--- src/rtl/car_pkg.sv ---
// car_pkg: shared mode/movement encodings, executor FSM states and command decoding
package car_pkg;
    localparam logic [3:0] STOP          = 4'b0000;
    localparam logic [3:0] MOVE_FORWARD  = 4'b0001;
    localparam logic [3:0] MOVE_BACKWARD = 4'b0010;
    localparam logic [3:0] TURN_LEFT     = 4'b0100;
    localparam logic [3:0] TURN_RIGHT    = 4'b1000;
    localparam logic [1:0] s1 = 2'b01;
    localparam logic [1:0] s2 = 2'b00;
    localparam logic [1:0] s3 = 2'b10;
    localparam logic [1:0] s4 = 2'b11;
    typedef enum logic [1:0] {OFF, STOPPED, DRIVING, DEAD} exec_state_t;
    function automatic logic [3:0] decode_cmd(input logic [3:0] ms);
        return (ms == MOVE_FORWARD || ms == MOVE_BACKWARD || ms == TURN_LEFT || ms == TURN_RIGHT) ? ms : STOP;
    endfunction
endpackage

--- src/rtl/mileage_counter.sv ---
// mileage_counter: tick sub-counter with saturating mileage; in clk, rst, clr, en, tick; out mileage[15:0]
module mileage_counter #(
    parameter int MILE_TICKS = 1000
) (
    input  logic        clk,
    input  logic        rst,
    input  logic        clr,
    input  logic        en,
    input  logic        tick,
    output logic [15:0] mileage
);
    localparam int SW = MILE_TICKS > 1 ? $clog2(MILE_TICKS) : 1;
    logic [SW-1:0] sub;
    always_ff @(posedge clk) begin
        if (rst || clr) begin
            sub     <= '0;
            mileage <= '0;
        end else if (en && tick) begin
            if (sub == SW'(MILE_TICKS - 1)) begin
                sub <= '0;
                if (mileage != 16'hFFFF) mileage <= mileage + 16'd1;
            end else begin
                sub <= sub + 1'b1;
            end
        end
    end
endmodule

--- src/rtl/move_executor.sv ---
// move_executor: motor drive with reversal dead-time and mileage; in sys_clk, rst, power, tick, next_state, next_moving_state; out state, moving_state, drive_*, busy, mileage
module move_executor
    import car_pkg::*;
#(
    parameter int DEAD_TICKS = 10,
    parameter int MILE_TICKS = 1000
) (
    input  logic        sys_clk,
    input  logic        rst,
    input  logic        power,
    input  logic        tick,
    input  logic [1:0]  next_state,
    input  logic [3:0]  next_moving_state,
    output logic [1:0]  state,
    output logic [3:0]  moving_state,
    output logic        drive_fwd,
    output logic        drive_back,
    output logic        drive_left,
    output logic        drive_right,
    output logic        busy,
    output logic [15:0] mileage
);
    exec_state_t fsm, fsm_n;
    logic [3:0] cmd, applied, applied_n, drv;
    logic [7:0] dcnt, dcnt_n;
    assign cmd = decode_cmd(moving_state);
    assign busy = fsm == DEAD;
    assign {drive_right, drive_left, drive_back, drive_fwd} = drv;
    always_comb begin
        fsm_n     = fsm;
        applied_n = applied;
        dcnt_n    = dcnt;
        if (!power) begin
            fsm_n = OFF;
        end else begin
            case (fsm)
                OFF: fsm_n = STOPPED;
                STOPPED: if (cmd != STOP) begin
                    fsm_n     = DRIVING;
                    applied_n = cmd;
                end
                DRIVING: if (cmd == STOP) begin
                    fsm_n = STOPPED;
                end else if (cmd != applied) begin
                    fsm_n  = DEAD;
                    dcnt_n = 8'(DEAD_TICKS);
                end
                DEAD: if (cmd == STOP) begin
                    fsm_n = STOPPED;
                end else if (dcnt == 8'd0) begin
                    fsm_n     = DRIVING;
                    applied_n = cmd;
                end else if (tick) begin
                    dcnt_n = dcnt - 8'd1;
                end
            endcase
        end
    end
    always_ff @(posedge sys_clk) begin
        if (rst) begin
            fsm          <= OFF;
            applied      <= STOP;
            dcnt         <= '0;
            drv          <= '0;
            state        <= 2'b00;
            moving_state <= STOP;
        end else begin
            fsm          <= fsm_n;
            applied      <= applied_n;
            dcnt         <= dcnt_n;
            drv          <= fsm == DRIVING ? applied : 4'b0000;
            state        <= next_state;
            moving_state <= next_moving_state;
        end
    end
    mileage_counter #(.MILE_TICKS(MILE_TICKS)) u_mc (
        .clk     (sys_clk),
        .rst     (rst),
        .clr     (fsm == OFF),
        .en      (fsm == DRIVING && (applied == MOVE_FORWARD || applied == MOVE_BACKWARD)),
        .tick    (tick),
        .mileage (mileage)
    );
endmodule

--- config.mk ---
export PLATFORM = sky130hd
export DESIGN_NAME = move_executor
export DESIGN_NICKNAME = d
export VERILOG_FILES = /design/src/rtl/car_pkg.sv /design/src/rtl/mileage_counter.sv /design/src/rtl/move_executor.sv
export SDC_FILE = /design/constraint.sdc
export NUM_CORES = 1
export LEC_CHECK = 0
export ABC_CLOCK_PERIOD_IN_PS = 7070
export BUFFER_PORTS_ARGS = -buffer_cell sky130_fd_sc_hd__buf_4
export CORE_UTILIZATION = 25
export CTS_CLUSTER_DIAMETER = 120
export DETAILED_ROUTE_END_ITERATION = 6
export SETUP_SLACK_MARGIN = 0.05
export SLEW_MARGIN = 10
export SYNTH_ARGS = -nofsm -noshare
export SYNTH_HDL_FRONTEND = slang
export SYNTH_HIERARCHICAL = 1
export SYNTH_SLANG_ARGS = --single-unit
--- constraint.sdc ---
create_clock -name sys_clk -period 7.07 [get_ports sys_clk]
set_input_delay 1.414 -clock sys_clk [delete_from_list [all_inputs] [get_ports sys_clk]]
set_output_delay 1.414 -clock sys_clk [all_outputs]
set_load 0.05 [all_outputs]
==> results of run 1 <==
## flip-flops by register name, indices dropped and copies added, names as in the netlist
signal        flops
moving_state      4
fsm               2
applied           4
u_mc/mileage     16
u_mc/sub         10
state             2
drv               4
dcnt              8
## stage by stage
| step | setup WS, ps | cell area (um^2) | total power (W) |
|---|---|---|---|
| final | 3730 | 3040 | 0.000527 |
| after global routing | 3480 | 3040 | 0.000550 |
| after CTS | 3740 | 3040 | 0.000537 |
| after detailed placement | 3670 | 2930 | 0.000331 |
| after global placement | 3700 | 2930 | 0.000330 |
| after floorplan | 3980 | 2540 | 0.000319 |
## cells in the mapped netlist (all sizes together), types with 2 or more instances
cell     instances  share of area (%)
nand4            9                2.2
o31a             2               0.69
or3              5                1.2
dfxtp           50                 39
a2111oi          4                2.1
a311oi           6                2.1
mux2i            4                1.6
a21oi           14                2.8
nor2            38                5.6
o21ai           10                2.0
a211oi           4                1.2
nor3b            3               0.89
nor3             6                1.2
buf              3               0.84
nand2b          10                2.5
o211ai           2               0.79
or4b             4                1.7
nor4             3               0.74
xnor2           11                3.8
nand2           19                2.8
or2b             2               0.59
nor4bb           2               0.79
ha               4                2.0
nor4b            2               0.69
nor2b            7                1.7
and4             3                1.0
o21a             5                1.5
and2             7                1.8
clkbuf           9                1.4
a31oi            3               0.74
or3b             2               0.69
or2              2               0.49
nand3            9                1.8
inv              8                1.2
and3             3               0.74
xor2            10                3.4
## cell type report
type                            count  area [um^2]
Multi-Input combinational cell    226         1460
Sequential cell                    50         1000
Fill cell                        1058         6780
Clock inverter                      3         43.8
Inverter                            8         30.0
Timing Repair Buffer               37          278
Tap cell                          133          166
Clock buffer                        5         68.8
## worst max-delay path, cell delays in order (launching register included)
cell	delay [ps]
dfxtp_1	530
nand2b_1	200
nor4_1	680
nand4_1	230
or3_1	550
or4b_4	610
or3_1	330
a21oi_1	140
## cells by family (layout without fill, tap and decap cells)
group | after synthesis | count (layout) | share of synthesized area (%)
adders and majority gates | 4 | 4 | 1.97
AOI/OAI and AO/OA | 59 | 59 | 16.7
muxes | 4 | 4 | 1.57
xor gates and xnor gates | 21 | 21 | 7.23
DFF | 50 | 50 | 39.4
and+or+nand+nor | 138 | 138 | 29.8
buffers and inverters | 20 | 53 | 3.39
## final timing paths
check,startpoint,end,slack (ps),depth (start not counted)
setup / recovery,fsm[1],u_mc/mileage[15],3730,7
hold / removal,u_mc/sub[1],u_mc/sub[1],500,2
setup reg to reg,fsm[1],u_mc/mileage[15],3730,7
hold reg to reg,u_mc/sub[1],u_mc/sub[1],500,2
## power breakdown
part / switching [W] / internal, W / total [W]
Sequential: 0.00000463 / 0.000284 / 0.000289
Clock: 0.0000968 / 0.000106 / 0.000203
Combinational: 0.0000223 / 0.0000131 / 0.0000354
Total: 0.000124 / 0.000403 / 0.000527
## routing by layer
layer  routed length, um  vias up  global-route usage, %
li1                    -     1128                      -
met1                2610     1046                   14.5
met2                2640       42                   18.8
met3                 272        2                   2.24
met4                  46        0                   3.58
met5                   0        -                      0
==> run_results.csv, run 1 <==
group,metric,value,unit
synth,seq_area_frac_synth,39.4,%
floorplanning,start_util,25.9,%
floorplanning,die_y,103,um
floorplanning,num_rows,36,
synth,synth_edf_count,0,
sta,maxSlewHeadroom,46.7,%
finish,layout_common_cells,"dfxtp_1, nor2_1, buf_4",
synth,synth-main-ff-cell,"dfxtp_1",
job,maxCapViolations,0,
sta,finalHoldViolations,0,
sta,max_freq,0.299,GHz
clock_tree,clkTransAtPathRegs,90,ps
placement,dp.final_hpwl,4.08,mm
floorplanning,die_width,103,um
clock_tree,clock_latency,300,ps
global_routing,antenna_found_initial,0,
placement,io_buffers,36,
clock_tree,post_cts_buffers,0,
routing,route.detailed.drc,0,
clock_tree,post_cts_resized,0,
synth,syn_area,2540,um^2
sta,tightest_slew,792,ps
finish,diodes,0,
synth,yosys_warnings,6,
status,status,"finished, final reports clean",
synth,syn_inst,296,
clock_tree,cts_buffer_depth,2,
routing,drt-initial-drc-count,150,
sta,min_period,3340,ps
clock_tree,cts_tree,"done",
routing,wl_per_cell,12.1,um
worst_hold_path,hold_path_class,"reg -> reg",
clock_tree,cts_num_sinks,50,
finish,finalNonFillerCells,462,
synth,synth.net_count,310,
routing,routed_via_density,4.80,
global_routing,grt_use_total,11.2,%
synth,ys_seq_elements,50,
worst_setup_path,worst_setup_path_start_kind,"flop",
finish,drive_above_1_share,15.8,%
placement,gp_congestion,0.856,
global_routing,grt_max_degree,27,
routing,vias,2218,
synth,avgSynthCellArea,8.59,um^2
worst_setup_path,crit_type,"reg -> reg",
sta,whs,502,ps
power,leakage,1.02,nW
worst_setup_path,critPathRequiredTime,7300,ps
floorplanning,core_area,9820,um^2
clock_tree,cts_root_buf,"clkbuf_8",
finish,fin_nets,342,
synth,async_reset_ff_share,0,%
worst_setup_path,worstSetupEndpointType,"flop",
global_routing,grt_pass1_wl,9.51,mm
routing,ant_nets,0,
global_routing,first_global_vias,2058,
clock_tree,cts_buffers,5,
routing,dr.pass1.iters,4,
sta,finalSetupViolCount,0,
placement,dp.cells,454,
sta,setup_tns,0,ps
sta,grt_setup_unrepaired,"no",
power,powerDensity,173,nW/um^2
routing,drt_wl_total,5.57,mm
worst_setup_path,crit_path_max_fanout,11,
sta,post-route-period-util,47.3,%
floorplanning,die_area,10600,um^2
worst_setup_path,critPathArrivalTime,3580,ps
floorplanning,ios,37,
sta,final.setup_skew,10.8,ps
power,ir_drop,102,uV
sta,drv_slew,0,
clock_tree,cts_hold_buf,0,
clock_tree,htree_levels,2,
global_routing,overflow,0,
finish,final_common_cell,"dfxtp_1",
finish,finish.utilization,31.0,%
synth,yosys.cell_types.count,54,
finish,area_growth,19.7,%
(Power assumes the default switching activity.)
==> inputs of run 2 (changes only) <==
--- a/config.mk
+++ b/config.mk
@@ -5,7 +5,7 @@
 export SDC_FILE = /design/constraint.sdc
 export NUM_CORES = 1
 export LEC_CHECK = 0
-export ABC_CLOCK_PERIOD_IN_PS = 7070
+export ABC_CLOCK_PERIOD_IN_PS = 3200
 export BUFFER_PORTS_ARGS = -buffer_cell sky130_fd_sc_hd__buf_4
 export CORE_UTILIZATION = 25
 export CTS_CLUSTER_DIAMETER = 120
==> constraint.sdc (replaced) <==
create_clock -name sys_clk -period 3.2 [get_ports sys_clk]
set_input_delay 0.64 -clock sys_clk [delete_from_list [all_inputs] [get_ports sys_clk]]
set_output_delay 0.64 -clock sys_clk [all_outputs]
set_load 0.05 [all_outputs]
==> run 2 against run 1 <==
  * Die area is the same
  * Largest cell class unchanged
  * Via count rose by 1.5%
  * Count of clock-buffer cells in the layout grew 2
  * Clock power increased by 70%
  * Register-to-register slack got worse by 3100 ps
==> run_results.csv, run 2 (synthesized netlist as in run 1, its figures left out) <==
group,metric,value,unit
worst_setup_path,crit_buf_inv,1,
clock_tree,post_cts_resized,0,
global_routing,grt_use_total,11.2,%
worst_setup_path,critPathRequiredTime,3430,ps
floorplanning,core_area,9820,um^2
worst_hold_path,hold_depth,2,
finish,layout_common_cells,"dfxtp_1, buf_4, nor2_1",
sta,post-route-period-util,80.8,%
status,status,"finished, final reports clean",
routing,ant_nets,0,
floorplanning,start_util,25.9,%
worst_setup_path,worst_setup_path_start_kind,"flop",
sta,fin_ws,613,ps
global_routing,grt_max_degree,27,
placement,dp_slack,644,ps
sta,min_period,2590,ps
floorplanning,die_y,103,um
placement,io_buffers,36,
worst_setup_path,cpPeakStageDelay,580,ps
routing,route.detailed.drc,0,
worst_setup_path,critPathMostFrequentCell,"or3_1",
global_routing,antenna_found_initial,0,
placement,gp_congestion,0.828,
floorplanning,die_area,10600,um^2
sta,max_freq,0.387,GHz
global_routing,first_global_vias,1999,
finish,area_growth,19.7,%
clock_tree,clkTransAtPathRegs,90,ps
sta,finalHoldViolations,0,
routing,wl_per_cell,12.2,um
finish,drive_above_1_share,16.2,%
clock_tree,cts_hold_buf,0,
power,leakage,1.03,nW
sta,drv_slew,0,
worst_setup_path,critPathArrivalTime,2810,ps
floorplanning,num_rows,36,
power,powerDensity,349,nW/um^2
clock_tree,cts_root_buf,"clkbuf_8",
global_routing,overflow,0,
finish,reg_top3,"u_mc/mileage x16, u_mc/sub x10, dcnt x8",
sta,setup_tns,0,ps
worst_setup_path,worstSetupEndpointType,"flop",
power,ir_drop,154,uV
routing,drt-initial-drc-count,154,
clock_tree,post_cts_buffers,0,
worst_setup_path,crit_type,"reg -> reg",
routing,drt_wl_total,5.69,mm
job,maxCapViolations,0,
floorplanning,die_width,103,um
finish,fin_nets,347,
finish,final_common_cell,"dfxtp_1",
finish,largest_reg_flops,16,
clock_tree,cts_buffers,5,
worst_setup_path,cp_cell_sequence,"nand2b_1, nor4_1, buf_4, nand4_1, or3_1, or4b_4, or3_1, a21oi_1",
clock_tree,cts_num_sinks,50,
finish,nFillCells,1069,
sta,finalSetupViolCount,0,
routing,routed_via_density,4.83,
sta,tightest_slew,626,ps
floorplanning,ios,37,
sta,final.setup_skew,5.97,ps
worst_setup_path,cp.depth,8,
worst_setup_path,cp_top_family,"simple AND/OR/NAND/NOR gates",
worst_setup_path,critPathSlowestCell,"or4b_4",
clock_tree,htree_levels,2,
clock_tree,cts_tree,"done",
worst_hold_path,hold_path_class,"reg -> reg",
worst_setup_path,rr_worst_depth,8,
global_routing,grt_pass1_wl,9.51,mm
finish,diodes,0,
clock_tree,clock_latency,300,ps
routing,vias,2252,
clock_tree,cts_buffer_depth,2,
worst_setup_path,crit_path_max_fanout,6,
sta,grt_setup_unrepaired,"no",
sta,maxSlewHeadroom,57.2,%
placement,dp.final_hpwl,4.11,mm
routing,dr.pass1.iters,4,
finish,regMostFlops,"u_mc/mileage",
-- run 2: changes by cell type in the layout (fill, tap and decap cells not counted) --
| cell | previous run | this run |
|---|---|---|
| clkinv_2 | 1 | 0 |
| inv_6 | 1 | 0 |
| clkbuf_1 | 0 | 2 |
| bufinv_16 | 1 | 0 |
| buf_4 | 37 | 42 |
-- run 2: final cells by class --
cell class              instances  area [um^2]  share of cell area (%)
well taps                     133          166                    5.46
flip-flops and latches         50         1000                    32.9
multi-input cells             226         1460                    47.8
inverters                       8         30.0                   0.986
repair buffers                 42          315                    10.4
clock buffers                   7         76.3                    2.51
-- run 2: metrics by stage --
| stage | util [%] | area (um^2) | instances | hold WS, ps | power (W) |
|---|---|---|---|---|---|
| after global routing | 31.0 | 3050 | 466 | 534 | 0.00112 |
| final | 31.0 | 3050 | 466 | 505 | 0.00106 |
| after floorplan | - | 2540 | 296 | 462 | 0.000704 |
| after detailed placement | 30.2 | 2970 | 459 | 493 | 0.000733 |
| after global placement | 30.2 | 2970 | 459 | 487 | 0.000732 |
| after CTS | 31.0 | 3050 | 466 | 507 | 0.00108 |
-- run 2: worst reg2reg max path, delay by kind of cell (launching register included) --
kind	cells	cell delay (ps)
AND/OR/NAND/NOR	6	1880
flip-flops	1	310
AO/OA/AOI/OAI	1	140
buffers and inverters	1	190
-- run 2: per-layer routing --
layer	part of all wire [%]	global-route usage (%)	vias up
li1	-	-	1135
met4	1.1	3.68	0
met3	3.8	2.31	6
met5	0	0	-
met1	48	14.7	1058
met2	47	18.4	53
-- run 2: power breakdown --
part / internal, W / leakage (nW) / switching, W / total (W)
Clock: 0.000151 / 0.0383 / 0.000195 / 0.000346
Sequential: 0.000627 / 0.405 / 0.00000785 / 0.000635
Combinational: 0.0000302 / 0.583 / 0.0000524 / 0.0000826
-- run 2: path summary, 6_finish.rpt --
kind | from | slack, ps | to
setup / recovery | fsm[0] | 610 | u_mc/mileage[15]
hold / removal | dcnt[4] | 510 | dcnt[4]
setup reg to reg | fsm[0] | 610 | u_mc/mileage[15]
hold reg to reg | dcnt[4] | 510 | dcnt[4]
